### src/rtl/omem_drain.sv
// OMEM readback stage: streams rows 0..LAST_ROW as four 16-bit lanes.
// Optional macro OMEM_DRAIN_RELU_EN clamps negative elements to zero.
module omem_drain #(
  parameter int DW = 64,
  parameter int EW = 16,
  parameter int AW = 4
) (
  input  logic          CLK,
  input  logic          RST,
  input  logic          START,
  input  logic [AW-1:0] LAST_ROW,
  input  logic          ABORT,
  output logic          EN_O,
  output logic          RW_O,
  output logic [AW-1:0] ADDR_O,
  input  logic [DW-1:0] RDATA_O,
  output logic          M_VALID,
  input  logic          M_READY,
  output logic [EW-1:0] M_DATA,
  output logic          M_LAST,
  output logic          BUSY,
  output logic          DONE
);

  localparam int NL = DW / EW;
  localparam int LW = (NL > 1) ? $clog2(NL) : 1;

  typedef enum logic [1:0] {
    IDLE,
    RD,
    WT,
    SEND
  } state_e;

  state_e          state_q, state_d;
  logic [AW-1:0]   row_q, row_d;
  logic [AW-1:0]   last_q, last_d;
  logic [LW-1:0]   lane_q, lane_d;
  logic [DW-1:0]   hold_q, hold_d;
  logic            done_q, done_d;

  logic            lane_end;
  logic            row_end;
  logic [EW-1:0]   elem;
  logic [EW-1:0]   elem_c;

  assign lane_end = (lane_q == LW'(NL - 1));
  assign row_end  = (row_q == last_q);

  always_ff @(posedge CLK or posedge RST) begin
    if (RST) begin
      state_q <= IDLE;
      row_q   <= '0;
      last_q  <= '0;
      lane_q  <= '0;
      hold_q  <= '0;
      done_q  <= 1'b0;
    end else begin
      state_q <= state_d;
      row_q   <= row_d;
      last_q  <= last_d;
      lane_q  <= lane_d;
      hold_q  <= hold_d;
      done_q  <= done_d;
    end
  end

  always_comb begin
    state_d = state_q;
    row_d   = row_q;
    last_d  = last_q;
    lane_d  = lane_q;
    hold_d  = hold_q;
    done_d  = 1'b0;
    unique case (state_q)
      IDLE: begin
        if (START && !ABORT) begin
          row_d   = '0;
          last_d  = LAST_ROW;
          lane_d  = '0;
          state_d = RD;
        end
      end
      RD: state_d = WT;
      WT: begin
        hold_d  = RDATA_O;
        state_d = SEND;
      end
      SEND: begin
        if (M_READY) begin
          if (!lane_end) begin
            lane_d = lane_q + 1'b1;
          end else if (!row_end) begin
            row_d   = row_q + 1'b1;
            lane_d  = '0;
            state_d = RD;
          end else begin
            done_d  = 1'b1;
            state_d = IDLE;
          end
        end
      end
      default: state_d = IDLE;
    endcase
    // Abort beats everything, including a completing final handshake.
    if (ABORT && state_q != IDLE) begin
      state_d = IDLE;
      done_d  = 1'b0;
    end
  end

  assign elem = hold_q[lane_q*EW +: EW];

`ifdef OMEM_DRAIN_RELU_EN
  assign elem_c = elem[EW-1] ? '0 : elem;
`else
  assign elem_c = elem;
`endif

  assign EN_O    = (state_q == RD);
  assign RW_O    = 1'b0;
  assign ADDR_O  = (state_q == RD) ? row_q : '0;
  assign M_VALID = (state_q == SEND);
  assign M_DATA  = M_VALID ? elem_c : '0;
  assign M_LAST  = M_VALID && lane_end && row_end;
  assign BUSY    = (state_q != IDLE);
  assign DONE    = done_q;

endmodule

### config.mk
export PLATFORM = sky130hd
export DESIGN_NAME = omem_drain
export DESIGN_NICKNAME = d
export VERILOG_FILES = /design/src/rtl/omem_drain.sv
export SDC_FILE = /design/constraint.sdc
export NUM_CORES = 1
export LEC_CHECK = 0
export BUFFER_PORTS_ARGS = -buffer_cell sky130_fd_sc_hd__buf_2
export CORE_MARGIN = 5
export CORE_UTILIZATION = 25
export DETAILED_ROUTE_END_ITERATION = 8
export GPL_TIMING_DRIVEN = 1
export PLACE_DENSITY_LB_ADDON = 0.25
export SYNTH_ARGS = -nofsm -noshare
export SYNTH_HDL_FRONTEND = slang
export SYNTH_SLANG_ARGS = --single-unit
export TNS_END_PERCENT = 5
### constraint.sdc
create_clock -name CLK -period 7.5 [get_ports CLK]
set_input_delay 1.5 -clock CLK [delete_from_list [all_inputs] [get_ports CLK]]
set_output_delay 1.5 -clock CLK [all_outputs]
set_load 0.02 [all_outputs]
==> impl_metrics.ini <==
[placed_design]
hpwl_um = 5890
placed_cell_area_um2 = 4350
dp_slack_ns = 4.14
place_congestion = 0.748
portBuffers = 97

[global_route]
grt.overflow.total = 0
met3_usage = 0.0485
grt_max_degree = 78
use_met2 = 0.166
grt_pass1_wl_um = 14500
grt_use_met1 = 0.132
grt.total_usage = 0.106
grt_antenna_before_repair = 0
grt_pass1_vias = 2718
busiest_layer = met2

[critical_path]
criticalPathCategory = reg2out
path_cells = ha_1 > nand2_1 > nor2_2 > buf_2
crit_slowest_cell = ha_1
worstPathRequired_ns = 6.00
cpPeakStageDelay_ns = 0.84
worst-path-max-fanout = 26
critPathLaunchType = flop
endpoint_kind = output port
arrival_ns = 2.17

[sta]
drv_slew = 0
min_period_ns = 3.67
fin_hold_ws_ns = 0.501
hold_viol_final = 0
clock_skew_ns = 0.00548
rsz0062_at_grt = false
setup_viol = 0
setup_tns_ns = 0
worst_pin_slew_ns = 1.02
postLayoutSetupSlackWorst_ns = 3.83
fmax_mhz = 273
slew_headroom = 0.321
period_share = 0.489

[layout]
antennaDiodeCount = 0
final_layout_size_suffix_gt1_frac = 0.571
nFillCells = 1471
final_area_um2 = 4670
final_nets = 431
areaGrowthSynthToFinish_pct = 27.2

[cts]
postCtsSetupBuffers = 0
clkTransAtPathRegs_ns = 0.06
cts_resized = 0
cts_buffer_depth = 2
clk_latency_ns = 0.34
holdBufCountCts = 0
cts.sinks = 77
cts_tree = done
cts_inserted_buffers = 9
htree_levels = 3
root_buffer = clkbuf_16

[drt]
dr.pass1.iters = 4
viasPerCell = 4.43
wl_um = 8560
routedWlPerCell_um = 15.8
route.detailed.drc = 0
vias = 2395
ant_nets = 0
drt_iter0_drc = 68

[die]
die_h_um = 131
rows = 44
coreArea_um2 = 14500
die_w_um = 131
die_area_um2 = 17200
io_pins = 99
start_util = 0.254

[pwr]
leakagePower_nw = 2.10
peakVddDrop_uv = 154
power_density_nw_per_um2 = 405
fin_total_pwr_mw = 1.89

[logic_synthesis]
synth-seq-area-share = 0.524
synth_cells = 256
synth_edf_count = 0
yosys-top-cells-area = dfrtp_1 (52%), mux2_2 (21%), mux4_2 (9.8%)
synthTopCellsByCount = dfrtp_1 (77), mux2_2 (68), and2_1 (20)
synth_cell_types = 40
yosysMostFrequentCell = dfrtp_1
avgSynthCellArea_um2 = 14.4
ys_warn_count = 0
synth_ff_type = dfrtp_1
ys_ff_latch = 77
syn_nets = 335
synth_top_cell_by_area = dfrtp_1
netlist_area_um2 = 3680
synth_top_area_share = 0.524
synthArstFlopShare = 1.00

[run_status]
status = finished, final reports clean

[min_path]
holdCritPathClass = reg2reg

[job]
drv_cap = 0
-- kinds of logic after synthesis --
family	after synthesis	synth area share
xor+xnor	4	0.0116
compound gates	17	0.0344
simple gates	43	0.0688
mux	86	0.312
buf+inv	22	0.0279
other cells	1	0.00102
fa+ha+maj	6	0.0204
flops	77	0.524
-- area by class of cell --
type	instances	area [um2]	share of cell area
Clock buffer	12	256	0.0549
Clock inverter	4	70.1	0.0150
Inverter	8	31.3	0.00669
Multi-Input combinational cell	157	1660	0.355
Sequential cell	77	1930	0.412
Tap cell	184	230	0.0493
Timing Repair Buffer	99	500	0.107
-- final timing paths --
check | start | end | slack, ns | depth (start not counted)
min reg2reg | hold_q[34] | hold_q[34] | 0.50 | 1
max in group asynchronous | RST | hold_q[54] | 5.37 | 3
min | hold_q[34] | hold_q[34] | 0.50 | 1
max | state_q[0] | M_LAST | 3.83 | 4
max reg2reg | state_q[0] | row_q[1] | 5.30 | 4
min in group asynchronous | RST | last_q[1] | 1.48 | 3
-- sequential cells by signal (all words and copies together) (netlist names) --
register	cells
row_q	4
hold_q	64
lane_q	2
state_q	2
last_q	4
DONE	1
-- cells in the final DEF (no fill, tap or decap), types with 2 or more instances in the layout --
| cell type | synthesis | final |
|---|---|---|
| and2_1 | 20 | 20 |
| mux4_2 | 16 | 16 |
| a21oi_1 | 2 | 2 |
| nand3_1 | 5 | 5 |
| buf_4 | 3 | 2 |
| ha_1 | 6 | 5 |
| nand2_1 | 5 | 5 |
| mux2_2 | 68 | 68 |
| mux2i_1 | 2 | 2 |
| xor2_1 | 3 | 3 |
| nor4_1 | 2 | 2 |
| buf_2 | 7 | 97 |
| clkbuf_8 | 0 | 2 |
| o2bb2ai_1 | 2 | 2 |
| nand2b_1 | 2 | 2 |
| clkinv_2 | 0 | 3 |
| dfrtp_1 | 77 | 77 |
| o41ai_1 | 2 | 2 |
| bufinv_16 | 0 | 2 |
| clkbuf_16 | 0 | 9 |
| inv_1 | 8 | 7 |
-- metrics by stage --
stage	util	cells
final	0.323	541
after floorplan	-	256
after global placement	0.300	525
after detailed placement	0.300	525
after CTS	0.323	541
after global routing	0.323	541
-- per-layer routing --
layer	vias to the layer above	part of all wire
li1	1125	-
met1	1195	0.45
met2	66	0.48
met3	9	0.059
met4	0	0.013
met5	-	0
-- worst max-delay path, delay by kind of cell, from the launching register on --
family	cells	cell delay, ns
adder cells (fa/ha/maj)	1	0.84
flip-flops	1	0.41
AND/OR/NAND/NOR	2	0.40
buffers and inverters	1	0.18
-- where the power goes --
group | switching, mW | internal [mW]
registers | 0.102 | 0.615
clock network | 0.169 | 0.309
logic | 0.299 | 0.401
total | 0.570 | 1.32
Note: power is estimated with default switching activity, not from simulation.
